==> src/rtl/lab5_mcore_mem_arbiter.sv <==
// lab5_mcore_mem_arbiter
//   Shares one 16B memory port among four cache refill requesters.
//   Round-robin grant into a one-entry registered request buffer; each
//   accepted request is tagged with its requester id in opaque[7:6], and
//   memory responses are steered back by that tag (tag cleared on return).
//   A 3-bit counter per requester bounds its in-flight requests.
//
// Ports
//   clk, reset              clock, asynchronous active-high reset
//   req_val/req_rdy/req_msg per-requester request handshake + mem_req_16B_t
//   resp_val/resp_rdy/resp_msg per-requester response handshake + mem_resp_16B_t
//   memreq_*                request port to memory
//   memresp_*               response port from memory
//   err                     sticky flag: response for a requester with nothing in flight
//
// Message layouts
//   mem_req_16B_t  (175b): type[174:172] opaque[171:164] addr[163:132] len[131:128] data[127:0]
//   mem_resp_16B_t (145b): type[144:142] opaque[141:134] test[133:132] len[131:128] data[127:0]

module lab5_mcore_mem_arbiter #(
   parameter int unsigned p_num_reqs        = 4,
   parameter int unsigned p_max_outstanding = 4
) (
   input  logic                         clk,
   input  logic                         reset,
   input  logic [p_num_reqs-1:0]        req_val,
   output logic [p_num_reqs-1:0]        req_rdy,
   input  logic [p_num_reqs-1:0][174:0] req_msg,
   output logic [p_num_reqs-1:0]        resp_val,
   input  logic [p_num_reqs-1:0]        resp_rdy,
   output logic [p_num_reqs-1:0][144:0] resp_msg,
   output logic                         memreq_val,
   input  logic                         memreq_rdy,
   output logic [174:0]                 memreq_msg,
   input  logic                         memresp_val,
   output logic                         memresp_rdy,
   input  logic [144:0]                 memresp_msg,
   output logic                         err
);

   typedef enum logic {
      ST_EMPTY = 1'b0,
      ST_FULL  = 1'b1
   } buf_state_e;

   buf_state_e            state_q, state_d;
   logic [174:0]          buf_q, buf_d;
   logic [1:0]            ptr_q, ptr_d;
   logic [3:0][2:0]       cnt_q, cnt_d;
   logic                  err_q, err_d;

   logic [3:0]            elig;
   logic [1:0]            gnt;
   logic                  gnt_vld;
   logic                  can_accept;
   logic                  accept;
   logic [174:0]          req_rw;
   logic [1:0]            dst;
   logic                  resp_fire;

   // Eligibility: valid and still below the in-flight limit.
   always_comb begin
      elig = '0;
      for (int unsigned i = 0; i < 4; i++) begin
         elig[i] = req_val[i] && (cnt_q[i] < 3'(p_max_outstanding));
      end
   end

   // Round-robin scan starting at ptr_q; first eligible index wins.
   always_comb begin
      gnt     = '0;
      gnt_vld = 1'b0;
      for (int unsigned k = 0; k < 4; k++) begin
         if (!gnt_vld && elig[ptr_q + 2'(k)]) begin
            gnt     = ptr_q + 2'(k);
            gnt_vld = 1'b1;
         end
      end
   end

   // A full buffer can take a new request only in the cycle it drains.
   assign can_accept = (state_q == ST_EMPTY) || memreq_rdy;
   assign accept     = gnt_vld && can_accept && !reset;

   always_comb begin
      req_rdy = '0;
      if (accept) begin
         req_rdy[gnt] = 1'b1;
      end
   end

   // Tag the granted request with its requester id.
   always_comb begin
      req_rw            = req_msg[gnt];
      req_rw[171:170]   = gnt;
   end

   // Buffer FSM and round-robin pointer.
   always_comb begin
      state_d = state_q;
      buf_d   = buf_q;
      ptr_d   = ptr_q;
      if (accept) begin
         state_d = ST_FULL;
         buf_d   = req_rw;
         ptr_d   = gnt + 2'd1;
      end else if ((state_q == ST_FULL) && memreq_rdy) begin
         state_d = ST_EMPTY;
      end
   end

   assign memreq_val = (state_q == ST_FULL);
   assign memreq_msg = buf_q;

   // Response steering by the returned tag; fully combinational.
   assign dst         = memresp_msg[141:140];
   assign memresp_rdy = resp_rdy[dst];
   assign resp_fire   = memresp_val && memresp_rdy;

   always_comb begin
      resp_val = '0;
      resp_msg = '0;
      for (int unsigned i = 0; i < 4; i++) begin
         resp_val[i]            = memresp_val && (dst == 2'(i));
         resp_msg[i]            = memresp_msg;
         resp_msg[i][141:140]   = 2'b00;
      end
   end

   // Outstanding counters; a return with nothing in flight flags err.
   always_comb begin
      cnt_d = cnt_q;
      err_d = err_q;
      for (int unsigned i = 0; i < 4; i++) begin
         if (accept && (gnt == 2'(i))) begin
            if (!(resp_fire && (dst == 2'(i)))) begin
               cnt_d[i] = cnt_q[i] + 3'd1;
            end
         end else if (resp_fire && (dst == 2'(i))) begin
            if (cnt_q[i] == 3'd0) begin
               err_d = 1'b1;
            end else begin
               cnt_d[i] = cnt_q[i] - 3'd1;
            end
         end
      end
   end

   assign err = err_q;

   always_ff @(posedge clk or posedge reset) begin
      if (reset) begin
         state_q <= ST_EMPTY;
         buf_q   <= '0;
         ptr_q   <= '0;
         cnt_q   <= '0;
         err_q   <= 1'b0;
      end else begin
         state_q <= state_d;
         buf_q   <= buf_d;
         ptr_q   <= ptr_d;
         cnt_q   <= cnt_d;
         err_q   <= err_d;
      end
   end

endmodule
==> config.mk <==
export PLATFORM = sky130hd
export DESIGN_NAME = lab5_mcore_mem_arbiter
export DESIGN_NICKNAME = d
export VERILOG_FILES = /design/src/rtl/lab5_mcore_mem_arbiter.sv
export SDC_FILE = /design/constraint.sdc
export NUM_CORES = 1
export LEC_CHECK = 0
export BUFFER_PORTS_ARGS = -buffer_cell sky130_fd_sc_hd__buf_2
export CORE_AREA = 4 4 623 625
export DETAILED_ROUTE_END_ITERATION = 16
export DIE_AREA = 0 0 627 629
export PLACE_DENSITY_LB_ADDON = 0.15
export SLEW_MARGIN = 20
export SYNTH_ARGS = -nofsm -noshare
export SYNTH_HDL_FRONTEND = slang
export SYNTH_SLANG_ARGS = --single-unit
==> constraint.sdc <==
create_clock -name clk -period 15.3 [get_ports clk]
set_input_delay 0.765 -clock clk [delete_from_list [all_inputs] [get_ports clk]]
set_output_delay 0.765 -clock clk [all_outputs]
set_load 0.05 [all_outputs]
==> results.json, run 1 <==
{
  "antenna_found_initial": 112,
  "r2r_slack_ps": 10330,
  "cts_hold_buffers": 0,
  "crit_chain": "nor2b_1, o211ai_1, inv_8, buf_12, buf_4, buf_4, mux2i_1, o221ai_1",
  "wire_per_inst_um": 22.2,
  "synthesis.area_sq_um": 16100,
  "endpoint_kind": "flop",
  "synth_flop_cell": "dfrtp_1",
  "detail-route-antenna-nets": 0,
  "vias": 14200,
  "ys_seq_area_share_pct": 29.6,
  "ys_top_cells_by_count": "580 x buf_4, 354 x mux2i_1, 191 x dfrtp_1, 191 x nand2_1, 173 x o221ai_1",
  "synth_area_leaders": "dfrtp_1 30%, buf_4 27%, mux2i_1 22%",
  "arrival_ps": 5380,
  "cts_setup_buffers": 0,
  "fin_total_pwr_uw": 4280,
  "clock_latency_ps": 620,
  "slew_violations": 0,
  "fmax_mhz": 201,
  "clk_path_buf_depth": 3,
  "synth-edff-count": 0,
  "period_share_pct": 32.5,
  "drive_gt1_share_pct": 49.2,
  "timing.setup.tns_ps": 0,
  "rr_startpoint": "cnt_q[11]$_DFFE_PP0P_",
  "ys.warnings.count": 0,
  "p_seq_share_pct": 21.3,
  "synth_top_area_share_pct": 29.6,
  "dieArea_sq_um": 394000,
  "ff2ff_path_depth": 8,
  "setup_violations": 0,
  "place.gp.congestion": 0.733,
  "dr.pass1.iters": 4,
  "hold_viol_final": 0,
  "core_area_sq_um": 382000,
  "path_max_fanout": 67,
  "start_kind": "flop",
  "p_leak_uw": 0.00928,
  "clock-sinks": 191,
  "fin_ws_ps": 10330,
  "swShare_pct": 57.2,
  "yosysTopAreaCell": "dfrtp_1",
  "clock-root-buffer": "clkbuf_16",
  "cts_made_buffers": 21,
  "syn_avg_cell_area_sq_um": 9.53,
  "period_minus_slack_ps": 4970,
  "pre_cts_ws_ps": 9820,
  "clkTransAtPathRegs_ps": 120,
  "ys_async_sr_fraction_pct": 100,
  "peakVddDrop_v": 0.0000870,
  "overflow": 0,
  "netlist_instances": 1692,
  "drt-initial-drc-count": 660,
  "clock_skew_ps": 60.4,
  "hold_class": "in -> async",
  "dp_hpwl_um": 134000,
  "power_frac_comb_pct": 64.7,
  "status": "complete, no violations",
  "port_buffers": 891,
  "final_area_sq_um": 23100,
  "cts_resized": 0,
  "cpMaxStageDelayCell": "buf_4",
  "grt_use_total_pct": 7.55,
  "nets": 2827,
  "start_util_pct": 4.22,
  "rows": 227,
  "internal-power_uw": 1830,
  "vias_per_cell": 2.02,
  "fp.dieH_um": 629,
  "die_w_um": 627,
  "htreeDepth": 4,
  "power_switching_uw": 2440,
  "dp_cells": 6977,
  "area_delta_synth_final_pct": 43.1,
  "grt_max_degree": 86,
  "slew_headroom_pct": 24.4,
  "critPathTopFamily": "buffers and inverters",
  "power_frac_clock_pct": 14.0,
  "rr_endpoint": "memreq_msg[143]$_DFFE_PP0P_",
  "synth.distinct_cells": 46,
  "routed_wl_um": 156000,
  "synth_seq_cells": 191,
  "crit_type": "reg -> reg",
  "cp.required_ps": 15720,
  "p_per_area_nw_per_um2": 185,
  "worst_slew_pin_slew_ps": 1110,
  "rsz0062_at_grt": "no",
  "post-route-drc-count": 0,
  "drv_cap": 0,
  "fin_cells": 7022,
  "max_stage_delay_ps": 880,
  "ios": 1623,
  "grt_first_pass_wirelength_um": 190000,
  "crit_path_frequent_cell": "buf_4",
  "cp_num_buf_inv": 4,
  "cts_tree": "built",
  "place_area_sq_um": 22400,
  "first_global_vias": 15400,
  "synth_most_common_cell": "buf_4"
}
==> power groups by stage <==
stage / sequential [uW] / clock [uW] / combinational, uW
6_report: 910 / 599 / 2770
5_1_grt: 945 / 670 / 2980
4_1_cts: 914 / 675 / 2880
3_5_place_dp: 918 / 0 / 2880
3_3_place_gp: 921 / 0 / 2880
2_1_floorplan: 1690 / 0 / 1500
==> cells in the final DEF (no fill, tap or decap), types with 4 or more instances in the layout <==
| master | n |
|---|---|
| buf_2 | 891 |
| mux2i_1 | 351 |
| dfrtp_1 | 191 |
| nand2_1 | 189 |
| o221ai_1 | 173 |
| buf_4 | 23 |
| clkbuf_16 | 21 |
| nor2_1 | 14 |
| diode_2 | 12 |
| a21oi_1 | 10 |
| a31oi_1 | 9 |
| conb_1 | 8 |
| inv_1 | 5 |
| o22ai_1 | 5 |
| mux2_2 | 4 |
| a221oi_1 | 4 |
| nor2b_1 | 4 |
| and4_1 | 4 |
| o21ai_0 | 4 |
| fa_1 | 4 |
| ha_1 | 4 |
| clkinvlp_4 | 4 |
==> flip-flops by register name, summed over array words and instances, names as in the netlist <==
register	cells
memreq_val	1
err	1
memreq_msg	175
cnt_q	12
ptr_q	2
==> worst reg2reg max path: cells and delay by family (launching register included) <==
family / cells / cell delay, ps
buffers and inverters: 4 / 3030
muxes: 1 / 540
AOI/OAI and AO/OA: 2 / 520
DFF: 1 / 450
and+or+nand+nor: 1 / 270
==> through the flow <==
step,utilization (%),hold WS [ps]
after floorplan,-,477
after global placement,5.86,461
after detailed placement,5.86,467
after CTS,6.03,95.5
after global routing,6.03,128
final,6.04,162
==> cells by family (layout without fill, tap and decap cells) <==
kind of cell | Yosys count | count (layout) | share of synthesized area [%]
AO/OA/AOI/OAI | 212 | 212 | 10.9
adder cells (fa/ha/maj) | 8 | 8 | 0.807
AND/OR/NAND/NOR | 236 | 236 | 6.22
other | 1 | 20 | 0.0233
buffers and inverters | 685 | 958 | 30.0
multiplexers | 359 | 359 | 22.4
flip-flops | 191 | 191 | 29.6
==> metal layers <==
layer | routed length [um] | track usage [%]
met2 | 79100 | 13.6
met5 | 432 | 0.281
met3 | 20000 | 4.32
met4 | 4350 | 1.94
met1 | 51900 | 7.29
==> how the worst max path moves through the flow <==
stage	slack, ps	endpoint	startpoint	depth (start not counted)
3_5_place_dp	9820	memreq_msg[160]$_DFFE_PP0P_	req_val[2]	10
3_3_place_gp	9820	memreq_msg[160]$_DFFE_PP0P_	req_val[2]	10
5_1_grt	10010	memreq_msg[143]$_DFFE_PP0P_	cnt_q[11]$_DFFE_PP0P_	8
6_report	10330	memreq_msg[143]$_DFFE_PP0P_	cnt_q[11]$_DFFE_PP0P_	8
2_1_floorplan	8560	req_rdy[0]	reset	6
4_1_cts	10260	memreq_msg[160]$_DFFE_PP0P_	cnt_q[11]$_DFFE_PP0P_	8
==> cell type report <==
type / count / area [sq um]
inverter: 8 / 45.0
multi-input combinational: 823 / 6580
tap: 5038 / 6300
timing repair buffer: 917 / 4690
antenna: 12 / 30.0
clock buffer: 25 / 551
sequential: 191 / 4780
fill: 45100 / 359000
clock inverter: 8 / 88.8
(Power assumes the default switching activity.)
==> inputs of run 2 (changes only) <==
- CORE_AREA: 4 4 623 625 -> 4 4 629 631
- DIE_AREA: 0 0 627 629 -> 0 0 633 635
- clock period: 15.3 -> 5.1 ns (I/O delays scaled with it)
==> run 2 against run 1 <==
Routed wire length down 1.3%. Critical endpoint is now memreq_msg[133]$_DFFE_PP0P_. Sequential share of layout area down 3.4 points. Critical path depth up 1. Flip-flop and latch count unchanged. Via count up 10%. Sequential power rose to 3.0 times the previous value.
==> results.json, run 2 (synthesis results as in run 1) <==
{
  "drt-initial-drc-count": 641,
  "htreeDepth": 4,
  "slew_violations": 0,
  "port_buffers": 891,
  "hold_viol_final": 0,
  "post-route-drc-count": 0,
  "p_per_area_nw_per_um2": 532,
  "clock_skew_ps": 48.7,
  "final_area_sq_um": 27600,
  "vias": 15600,
  "grt_first_pass_wirelength_um": 191000,
  "place.gp.congestion": 0.769,
  "rows": 229,
  "arrival_ps": 4850,
  "die_w_um": 633,
  "grt_use_total_pct": 7.31,
  "clock-root-buffer": "clkbuf_16",
  "clock_latency_ps": 600,
  "timing.setup.tns_ps": 0,
  "cp.required_ps": 5560,
  "worst_slew_pin_slew_ps": 988,
  "first_global_vias": 17100,
  "p_leak_uw": 0.0112,
  "period_share_pct": 86.1,
  "peakVddDrop_v": 0.000246,
  "fp.dieH_um": 635,
  "cts_setup_buffers": 0,
  "vias_per_cell": 2.06,
  "cts_tree": "built",
  "cts_made_buffers": 21,
  "largest_reg_flops": 175,
  "endpoint_kind": "flop",
  "fin_ws_ps": 711,
  "clkTransAtPathRegs_ps": 100,
  "final_cell_mix": "891 x buf_2, 411 x dlygate4sd3_1, 352 x mux2i_1",
  "grt_max_degree": 94,
  "start_kind": "flop",
  "overflow": 0,
  "crit_type": "reg -> reg",
  "core_area_sq_um": 389000,
  "place_area_sq_um": 22700,
  "area_delta_synth_final_pct": 70.9,
  "nets": 3240,
  "ios": 1623,
  "antenna_found_initial": 62,
  "drive_gt1_share_pct": 40.9,
  "wire_per_inst_um": 20.2,
  "routed_wl_um": 154000,
  "dieArea_sq_um": 402000,
  "hold_class": "in -> reg",
  "rsz0062_at_grt": "no",
  "fmax_mhz": 228,
  "clock-sinks": 191,
  "path_max_fanout": 93,
  "setup_violations": 0,
  "pre_cts_ws_ps": 1710,
  "slew_headroom_pct": 34.1,
  "detail-route-antenna-nets": 0,
  "layout_commonest_cell": "buf_2",
  "drv_cap": 0,
  "period_minus_slack_ps": 4390,
  "dp_hpwl_um": 129000,
  "dr.pass1.iters": 5,
  "clk_path_buf_depth": 3,
  "status": "complete, no violations",
  "start_util_pct": 4.14
}
run 2: changes by cell type in the layout (fill, tap and decap cells not counted):
cell and change:
inv_8 -1, clkinv_4 +2, clkbuf_1 -3, buf_12 +4
buf_4 -2, inv_6 -1, clkinvlp_4 -2, clkinv_2 +1
dlygate4sd3_1 +411, bufinv_16 +4, mux2i_2 -1, diode_2 +6
mux2i_1 +1
run 2: path summary, 6_finish.rpt:
kind	startpoint	end	slack (ps)	depth (start not counted)
max	cnt_q[2]$_DFFE_PP0P_	memreq_msg[133]$_DFFE_PP0P_	710	9
min	req_msg[153]	memreq_msg[153]$_DFFE_PP0P_	80	3
max reg2reg	cnt_q[2]$_DFFE_PP0P_	memreq_msg[133]$_DFFE_PP0P_	710	9
min reg2reg	memreq_msg[171]$_DFFE_PP0P_	memreq_msg[171]$_DFFE_PP0P_	480	2
max in group asynchronous	reset	memreq_msg[32]$_DFFE_PP0P_	3420	6
min in group asynchronous	reset	memreq_msg[120]$_DFFE_PP0P_	200	4
run 2: final cells by class:
class                      instances  area (sq um)
timing repair buffer            1330          8870
clock inverter                    11           200
antenna                           18          45.0
sequential                       191          4780
tap                             5197          6500
clock buffer                      22           539
multi-input combinational        823          6570
inverter                           8          41.3
fill                           46000        362000
run 2: routing by layer:
metal / GRT usage, % / share of wire, % / up-vias
li1: - / - / 6785
met1: 6.88 / 33 / 7562
met2: 13.3 / 52 / 1017
met3: 3.73 / 11 / 248
met4: 2.65 / 3.3 / 34
met5: 0.800 / 0.36 / -
run 2: power by group:
| part | total (uW) | internal [uW] | switching (uW) |
|---|---|---|---|
| clock network | 2030 | 1040 | 994 |
| logic | 9890 | 3680 | 6210 |
| registers | 2730 | 2260 | 473 |
| total | 14700 | 6980 | 7680 |
run 2: what timing repair did:
| item | in CTS | in global routing |
|---|---|---|
| hold buffers | 411 | 0 |
| endpoints found under the hold margin | 165 | 0 |
| gates resized for setup | 0 | 0 |
run 2: worst max-delay path: stages, from the launching register on:
cell	delay (ps)
dfrtp_1	480
nor2b_1	230
a21oi_1	100
o211ai_1	620
inv_8	320
buf_12	440
mux2i_1	300
dlygate4sd3_1	590
o221ai_1	120
dlygate4sd3_1	600
run 2: metrics by stage:
step / utilization [%] / std cells / power, uW / hold WS (ps)
2_1_floorplan: - / 1699 / 9560 / 454
3_3_place_gp: 5.82 / 7138 / 11500 / 462
3_5_place_dp: 5.82 / 7138 / 11500 / 467
4_1_cts: 7.07 / 7582 / 15200 / 0.859
5_1_grt: 7.08 / 7596 / 15700 / 15.0
6_report: 7.08 / 7600 / 14700 / 76.9
